## config.mk

```make
export PLATFORM = sky130hd
export DESIGN_NAME = pipeline_hazard_ctrl
export DESIGN_NICKNAME = d
export VERILOG_FILES = /design/src/rtl/pipeline_hazard_ctrl_pkg.sv /design/src/rtl/pipeline_hazard_ctrl_load_use.sv /design/src/rtl/pipeline_hazard_ctrl.sv
export SDC_FILE = /design/constraint.sdc
export NUM_CORES = 1
export LEC_CHECK = 0
export BUFFER_PORTS_ARGS = -buffer_cell sky130_fd_sc_hd__buf_2
export CORE_MARGIN = 2
export CORE_UTILIZATION = 45
export DETAILED_ROUTE_END_ITERATION = 12
export PLACE_DENSITY_LB_ADDON = 0.25
export RECOVER_POWER = 100
export SETUP_SLACK_MARGIN = 0.5
export SYNTH_ARGS = -nofsm -noshare
export SYNTH_HDL_FRONTEND = slang
export SYNTH_SLANG_ARGS = --single-unit
```

## constraint.sdc

```tcl
create_clock -name clk -period 2.5 [get_ports clk]
set_clock_uncertainty 0.1 [all_clocks]
set_input_delay 0.375 -clock clk [delete_from_list [all_inputs] [get_ports clk]]
set_output_delay 0.375 -clock clk [all_outputs]
set_load 0.005 [all_outputs]
```

## src/rtl/pipeline_hazard_ctrl_pkg.sv

```systemverilog
// Shared core types for the hazard controller.
// State encoding and architectural register constants.
package core_pkg;

  typedef enum logic [1:0] {
    RUN,
    MEM_WAIT,
    REDIRECT,
    TIMEOUT_FLUSH
  } hz_state_t;

  localparam logic [4:0] REG_ZERO = 5'd0;

endpackage

```

## src/rtl/pipeline_hazard_ctrl_load_use.sv

```systemverilog
// Load-use detector: EX holds a load whose Rd
// feeds a source actually read by the ID instruction.
module load_use_detect
  import core_pkg::*;
(
  input  logic [4:0] id_rs1_i,
  input  logic [4:0] id_rs2_i,
  input  logic       id_uses_rs1_i,
  input  logic       id_uses_rs2_i,
  input  logic [4:0] ex_rd_i,
  input  logic       ex_mem_read_i,
  output logic       load_use_o
);

  logic hit1;
  logic hit2;

  assign hit1 = id_uses_rs1_i && (id_rs1_i == ex_rd_i);
  assign hit2 = id_uses_rs2_i && (id_rs2_i == ex_rd_i);

  assign load_use_o = ex_mem_read_i
                   && (ex_rd_i != REG_ZERO)
                   && (hit1 || hit2);

endmodule

```

## src/rtl/pipeline_hazard_ctrl.sv

```systemverilog
// Central hazard controller: stall/flush generation,
// redirect bubble sequencing, memory-wait timeout.
module pipeline_hazard_ctrl
  import core_pkg::*;
#(
  parameter int REDIRECT_BUBBLES = 1,
  parameter int MEM_TIMEOUT      = 255
) (
  input  logic        clk,
  input  logic        reset,
  input  logic [4:0]  ID_Rs1,
  input  logic [4:0]  ID_Rs2,
  input  logic        ID_UsesRs1,
  input  logic        ID_UsesRs2,
  input  logic [4:0]  ID_EX_Rd,
  input  logic        ID_EX_MemRead,
  input  logic        EX_Redirect,
  input  logic        dmem_req,
  input  logic        dmem_ready,
  output logic        pc_stall,
  output logic        IF_ID_stall,
  output logic        IF_ID_flush,
  output logic        ID_EX_flush,
  output logic        hazard_stall,
  output logic        hazard_flush,
  output logic        mem_timeout_err,
  output logic [31:0] stall_cycles
);

  localparam logic [2:0] RB    = 3'(REDIRECT_BUBBLES);
  localparam logic [2:0] RB_M1 = RB - 3'd1;
  localparam logic [7:0] TO_M1 = 8'(MEM_TIMEOUT) - 8'd1;

  hz_state_t   state_q, state_d;
  logic [7:0]  wait_q, wait_d;
  logic [2:0]  bub_q, bub_d;
  logic        pend_q, pend_d;
  logic        err_q, err_d;
  logic [31:0] scnt_q, scnt_d;

  logic mem_wait;
  logic load_use;
  logic pc_st_c, ifid_st_c, ifid_fl_c;
  logic idex_fl_c, hz_st_c, hz_fl_c;

  load_use_detect u_lu (
    .id_rs1_i      (ID_Rs1),
    .id_rs2_i      (ID_Rs2),
    .id_uses_rs1_i (ID_UsesRs1),
    .id_uses_rs2_i (ID_UsesRs2),
    .ex_rd_i       (ID_EX_Rd),
    .ex_mem_read_i (ID_EX_MemRead),
    .load_use_o    (load_use)
  );

  assign mem_wait = dmem_req && !dmem_ready;

  always_comb begin
    state_d   = state_q;
    wait_d    = wait_q;
    bub_d     = bub_q;
    pend_d    = pend_q;
    err_d     = err_q;
    pc_st_c   = 1'b0;
    ifid_st_c = 1'b0;
    ifid_fl_c = 1'b0;
    idex_fl_c = 1'b0;
    hz_st_c   = 1'b0;
    hz_fl_c   = 1'b0;

    if (state_q == TIMEOUT_FLUSH) begin
      hz_fl_c   = 1'b1;
      ifid_fl_c = 1'b1;
      idex_fl_c = 1'b1;
      state_d   = RUN;
      wait_d    = '0;
      pend_d    = 1'b0;
    end else if (mem_wait) begin
      pc_st_c   = 1'b1;
      ifid_st_c = 1'b1;
      hz_st_c   = 1'b1;
      state_d   = MEM_WAIT;
      wait_d    = wait_q + 8'd1;
      // an interrupted bubble train restarts after the wait
      if (EX_Redirect || state_q == REDIRECT)
        pend_d = 1'b1;
      if (wait_q >= TO_M1) begin
        state_d = TIMEOUT_FLUSH;
        err_d   = 1'b1;
        pend_d  = 1'b0;
        wait_d  = '0;
      end
    end else if (state_q == MEM_WAIT) begin
      wait_d = '0;
      pend_d = 1'b0;
      if (pend_q || EX_Redirect) begin
        state_d = REDIRECT;
        bub_d   = RB;
      end else begin
        state_d = RUN;
        if (load_use) begin
          pc_st_c   = 1'b1;
          ifid_st_c = 1'b1;
          idex_fl_c = 1'b1;
        end
      end
    end else if (state_q == REDIRECT || EX_Redirect) begin
      ifid_fl_c = 1'b1;
      idex_fl_c = 1'b1;
      if (EX_Redirect) begin
        bub_d   = RB_M1;
        state_d = (RB > 3'd1) ? REDIRECT : RUN;
      end else begin
        bub_d   = bub_q - 3'd1;
        state_d = (bub_q <= 3'd1) ? RUN : REDIRECT;
      end
    end else if (load_use) begin
      pc_st_c   = 1'b1;
      ifid_st_c = 1'b1;
      idex_fl_c = 1'b1;
    end
  end

  assign pc_stall     = !reset && pc_st_c;
  assign IF_ID_stall  = !reset && ifid_st_c;
  assign IF_ID_flush  = !reset && ifid_fl_c;
  assign ID_EX_flush  = !reset && idex_fl_c;
  assign hazard_stall = !reset && hz_st_c;
  assign hazard_flush = !reset && hz_fl_c;

  assign scnt_d = (pc_stall && scnt_q != 32'hFFFF_FFFF)
                ? scnt_q + 32'd1 : scnt_q;

  always_ff @(posedge clk) begin
    if (reset) begin
      state_q <= RUN;
      wait_q  <= '0;
      bub_q   <= '0;
      pend_q  <= 1'b0;
      err_q   <= 1'b0;
      scnt_q  <= '0;
    end else begin
      state_q <= state_d;
      wait_q  <= wait_d;
      bub_q   <= bub_d;
      pend_q  <= pend_d;
      err_q   <= err_d;
      scnt_q  <= scnt_d;
    end
  end

  assign mem_timeout_err = err_q;
  assign stall_cycles    = scnt_q;

endmodule

```

-- Word level (Yosys, flattened, before mapping)
Index checks and enable logic that the tools add are counted.
- register bits after elaboration: 47
- input port bits: 23
- output and inout bits: 39
- logic and storage cells: 80
- add/sub/neg operators: 3
- order comparisons: 2
- eq/ne operators: 8
- mux-type cells: 35
- bitwise operators: 2
- reductions and logical operators: 24
- operators by type and width (operator ; count):
    $add 32x1->32 const B ; 1
    $ne 32x32->1 const B ; 1
    $mux 8 ; 3
    $mux 1 ; 21
    $mux 2 ; 7
    $mux 3 ; 4
    $logic_and 1x1->1 ; 11
    $eq 5x5->1 ; 2
    $add 8x1->8 const B ; 1
    $ge 8x8->1 const B ; 1
    $reduce_bool 5->1 ; 1
    $eq 2x2->1 const B ; 2
    $reduce_and 4->1 ; 1
    $reduce_bool 2->1 ; 2
    $le 3x1->1 const B ; 1
    $logic_or 1x1->1 ; 3
    $ne 3x1->1 const B ; 1
    $reduce_and 3->1 ; 1
    $reduce_bool 3->1 ; 1
    $sub 3x1->3 const B ; 1
    $eq 2x1->1 const B ; 1
    $logic_not 1->1 ; 2
    $ne 2x1->1 const B ; 1
    $not 1->1 ; 2
    other kinds (2) ; 2

-- Longest topological paths before layout
- depth after elaboration: 11
- depth in mapped cells: 11
- mapped depth without buffers: 8

-- Cells and area by module
A second synthesis with hierarchy kept.
- cell total of the unflattened synthesis: 342
- area total of the unflattened synthesis: 2660.1 um^2
- by module, submodules not included (module ; instances ; cells each ; area each (um^2) ; sequential area each (um^2)):
    pipeline_hazard_ctrl ; 1 ; 325 ; 2526.2 ; 940.9
    load_use_detect ; 1 ; 17 ; 133.9 ; 0.0

-- Worst setup path before layout
No wires, ideal clock.
- path type: input-to-output
- start: input ID_EX_Rd[1]
- end: output pc_stall
- data arrival time: 1707 ps
- required time: 2025 ps
- path slack: 318 ps
- cell stages on the path: 6
- buffers on the path: 3
- path through: or4_1 -> o21a_1 -> a31o_1 -> buf_6 -> buf_6 -> buf_4
- word-level cells in the longest chain between the ends: 10
- elaborated cells on any way between the ends: 15
- those cells by class: eq/ne (2); mux (6); reduce/logical (7)
- RTL lines (item ; RTL line ; RTL):
    from (decl) ; pipeline_hazard_ctrl.sv:15 ; input logic [4:0] ID_EX_Rd,
    $eq 5x5->1 (on tied branches) ; pipeline_hazard_ctrl_load_use.sv:18, pipeline_hazard_ctrl_load_use.sv:19 ;
    $logic_and 1x1->1 (on tied branches) ; pipeline_hazard_ctrl_load_use.sv:18, pipeline_hazard_ctrl_load_use.sv:19 ;
    $logic_or 1x1->1 ; pipeline_hazard_ctrl_load_use.sv:23 ; && (hit1 || hit2);
    $logic_and 1x1->1 (*) ; pipeline_hazard_ctrl_load_use.sv:23 ;
    $mux 1 (*) ; - ;
    $mux 1 (on tied branches) ; - ;
    $mux 1 (*) (3 in series) ; - ;
    $logic_and 1x1->1 (*) ; - ;
    to (decl) ; pipeline_hazard_ctrl.sv:20 ; output logic pc_stall,
Every way passes the cells marked *; elsewhere a longest branch is shown, timed or not.

-- Worst setup path in the final report
- start: input ID_EX_Rd[1]
- end: output ID_EX_flush
- word-level cells in the longest chain between the ends: 10
- elaborated cells on any way between the ends: 15
- those cells by class: eq/ne (2); mux (6); reduce/logical (7)
- RTL lines (item ; RTL line ; RTL):
    $eq 5x5->1 (on tied branches) ; pipeline_hazard_ctrl_load_use.sv:18, pipeline_hazard_ctrl_load_use.sv:19 ;
    $logic_and 1x1->1 (on tied branches) ; pipeline_hazard_ctrl_load_use.sv:18, pipeline_hazard_ctrl_load_use.sv:19 ;
    $logic_or 1x1->1 ; pipeline_hazard_ctrl_load_use.sv:23 ;
    $logic_and 1x1->1 (*) ; pipeline_hazard_ctrl_load_use.sv:23 ;
    $mux 1 (*) ; pipeline_hazard_ctrl.sv:101, pipeline_hazard_ctrl.sv:117 ;
    $mux 1 (on tied branches) ; pipeline_hazard_ctrl.sv:107, pipeline_hazard_ctrl.sv:96 ;
    $mux 1 (*) ; pipeline_hazard_ctrl.sv:93 ; end else if (state_q == MEM_WAIT) begin
    $mux 1 (*) ; pipeline_hazard_ctrl.sv:78 ; end else if (mem_wait) begin
    $mux 1 (*) ; pipeline_hazard_ctrl.sv:71 ; if (state_q == TIMEOUT_FLUSH) begin
    $logic_and 1x1->1 (*) ; pipeline_hazard_ctrl.sv:127 ; assign ID_EX_flush = !reset && idex_fl_c;
    to (decl) ; pipeline_hazard_ctrl.sv:23 ; output logic ID_EX_flush,
Marked as above.

==> summary.txt <==
Outcome
  – Status: completed

STA
  – Slew Viols, Final: 0
  – Final setup fails: 0
  – Period utilization: 86.8%
  – Hold Fails Final Rpt: 0
  – Peak Freq: 461 MHz
  – Slew margin rel.: 57.3%
  – RSZ-0062 raised after global routing: yes
  – Sum of negative setup slack: 0 ps
  – Minimum clock period: 2170 ps
  – Hold_ws: 275 ps
  – Actual slew at the worst max-slew pin: 634 ps

Finish
  – Reg area: 945 um^2
  – Commonest non-fill, non-tap cell in the layout: nor2_1
  – Fin area: 3300 um^2
  – Number of fill cells: 583
  – Final net count: 422
  – Share of layout cells above drive strength 1: 25.3%
  – Final core occ: 56.8%
  – N_diodes: 0
  – Most frequent cells in the layout: nor2_1, dfxtp_1, buf_2
  – Area Growth Syn to Fin: 23.9%
  – Multi-input gate area in the final layout: 1710 um^2

Setup path
  – Arr. time, crit path: 1700 ps
  – Crit-path max FO: 2
  – CP delay by family, top: simple AND/OR/NAND/NOR gates
  – Crit Reg-Reg Endpoint: stall_cycles[6]
  – Worst R2R Start: stall_cycles[4]
  – CP bufs+invs: 2
  – Nature of the critical path startpoint: input port
  – Flop2flop setup slack: 340 ps
  – Slowest-stage cell, CP: or4_4
  – CP endpoint kind: primary output
  – Worst Path Required: 2030 ps
  – CP peak stage delay: 520 ps
  – Worst reg2reg path depth: 8
  – Crit path cell chain: buf_8 > or4_4 > o21a_1 > a21o_1 > a31oi_1 > nor3_1 > clkbuf_1
  – Setup CP Type: input port to primary output

Synth
  – Count of cell types in the netlist: 49
  – Yosys warning total: 0
  – Post-synth ARST share: 0%
  – Cell taking the most area after synthesis: dfxtp_1
  – Top-area cell type share of the netlist area: 35.3%
  – Synth top area cells: dfxtp_1, nor2_1, xor2_1
  – Seq cells post-synth: 47
  – Gate Count Post-Synth: 321
  – Synth Flop Type: dfxtp_1
  – Post-Synthesis Cell Area: 2670 um^2
  – Number of enable flip-flop cells after synthesis: 0
  – Synth Area per Inst: 8.31 um^2
  – Post-synthesis sequential area ratio: 35.3%
  – Syn_nets: 349

Global route
  – Vias in the first global route: 2245
  – Antenna violations before repair: 0
  – GRT overflow: 0
  – Largest net degree at the start of global routing: 37
  – GRT Total Usage: 19.3%
  – First-pass GRT wire length: 10100 um

Drt
  – Drc violations: 0
  – DRT Pass-1 Iters: 5
  – 1st-iter DRT viols: 138
  – WL per Instance: 13.6 um
  – Vias: 2518
  – Final ANT Viol Nets: 0
  – Post-DR vias/cell: 5.36
  – Post-Route WL: 6390 um

Floorplanning
  – Die Y: 81.0 um
  – Area of the core: 5820 um^2
  – Rows: 28
  – IO Count: 62
  – Die Wd: 81.0 um
  – Die ar.: 6560 um^2
  – Starting Density: 45.9%

Clocking
  – CTS Hold Bufs: 0
  – Max Root-Sink Buffers: 2
  – Worst-path clk slew: 80 ps
  – Max H-tree Level: 2
  – Clk_lat worst skew: 300 ps
  – CTS tree: built
  – Clock sink total: 47
  – Total CTS buffers: 5
  – CTS Root Cell: clkbuf_8

Power
  – Peak VDD IR: 0.257 mV
  – Leak: 0.00120 uW
  – P per Cell Area: 412 nW/um^2
  – Power, Total: 1360 uW

Hold path
  – Hold crit path type: input port to register
  – Worst hold path depth: 2
  – Hold Crit Start: reset
  – Hold Crit Endpoint: mem_timeout_err

Placed design
  – Detailed-placement wirelength estimate: 4380 um
  – I/O Buffers: 61
  – Cell Area, Placed: 3060 um^2
  – Routability cong.: 0.871

Run
  – Max-cap viol count: 0
[area by class of cell]
| class | instances | area share [%] |
|---|---|---|
| Clock buffer | 7 | 2.31 |
| Clock inverter | 1 | 0.151 |
| Tap cell | 75 | 2.84 |
| Multi-Input combinational cell | 253 | 51.8 |
| Sequential cell | 47 | 28.6 |
| Timing Repair Buffer | 81 | 13.6 |
| Inverter | 6 | 0.682 |
[what timing repair did]
item	4_1_cts	5_1_grt
gates cloned	1	0
buffers inserted	10	1
pin swaps	9	10
resized for setup	26	27
endpoints found under the setup margin	32	36
hold endpoints to repair	0	0
[per-layer routing]
layer | global-route usage, % | share of wire, %
met1 | 22.8 | 43
met3 | 4.44 | 3.6
met5 | 0 | 0
met2 | 34.1 | 52
met4 | 6.95 | 1.0
[logic make-up (layout without fill, tap and decap cells)]
| kind of cell | Yosys count | in the layout | share of synthesized area (%) |
|---|---|---|---|
| AO/OA/AOI/OAI | 40 | 40 | 9.24 |
| XOR/XNOR | 39 | 39 | 12.8 |
| adder cells (fa/ha/maj) | 5 | 5 | 2.35 |
| buffers and inverters | 21 | 95 | 4.74 |
| flip-flops | 47 | 47 | 35.3 |
| multiplexers | 1 | 1 | 0.375 |
| AND/OR/NAND/NOR | 168 | 168 | 35.2 |
[where the power goes]
group	leakage [uW]	internal, uW	switching, uW
combinational	0.000781	67.1	80.6
sequential	0.000380	756	12.1
clock	0.0000422	197	249
[state kept, by name, summed over array words and instances (netlist names)]
register,count
wait_q,8
stall_cycles,32
bub_q,3
state_q,2
mem_timeout_err,1
pend_q,1
[worst reg2reg max path, stage by stage (launching register included)]
cell and delay [ps]:
dfxtp_1 390, and4_1 260, and4_4 280, and3_4 220, nand4_4 170, clkbuf_2 260, nand4_1 170, xor2_1 150
nor2_1 50
[how the worst max path moves through the flow]
| stage | startpoint | end | slack, ps | cells after the start |
|---|---|---|---|---|
| 2_1_floorplan | ID_EX_Rd[4] | pc_stall | 360 | 6 |
| 3_3_place_gp | ID_EX_Rd[4] | ID_EX_flush | 230 | 7 |
| 3_5_place_dp | ID_EX_Rd[4] | stall_cycles[9] | 210 | 8 |
| 4_1_cts | ID_EX_Rd[1] | ID_EX_flush | 330 | 7 |
| 5_1_grt | state_q[0] | stall_cycles[23] | 150 | 6 |
| 6_report | ID_EX_Rd[1] | ID_EX_flush | 330 | 7 |
[cell usage after synthesis (all sizes together) (2+ instances only)]
master and count:
a211oi 2, a21o 2, a21oi 14, a311oi 2, a31oi 2, and2 2
and3 8, and4 2, buf 9, clkbuf 6, dfxtp 47, ha 5
inv 6, nand2 28, nand2b 3, nand3 26, nand4 13, nor2 54
nor2b 2, nor3 10, nor3b 6, nor4 3, o21ai 10, or3 5
or4 3, xnor2 18, xor2 21
[metrics by stage]
| stage | setup WS, ps | instances |
|---|---|---|
| floorplan | 365 | 321 |
| global placement | 235 | 450 |
| detailed placement | 211 | 450 |
| CTS | 327 | 469 |
| global route | 148 | 470 |
| finish | 330 | 470 |
Power figures use the tool's default switching activity.
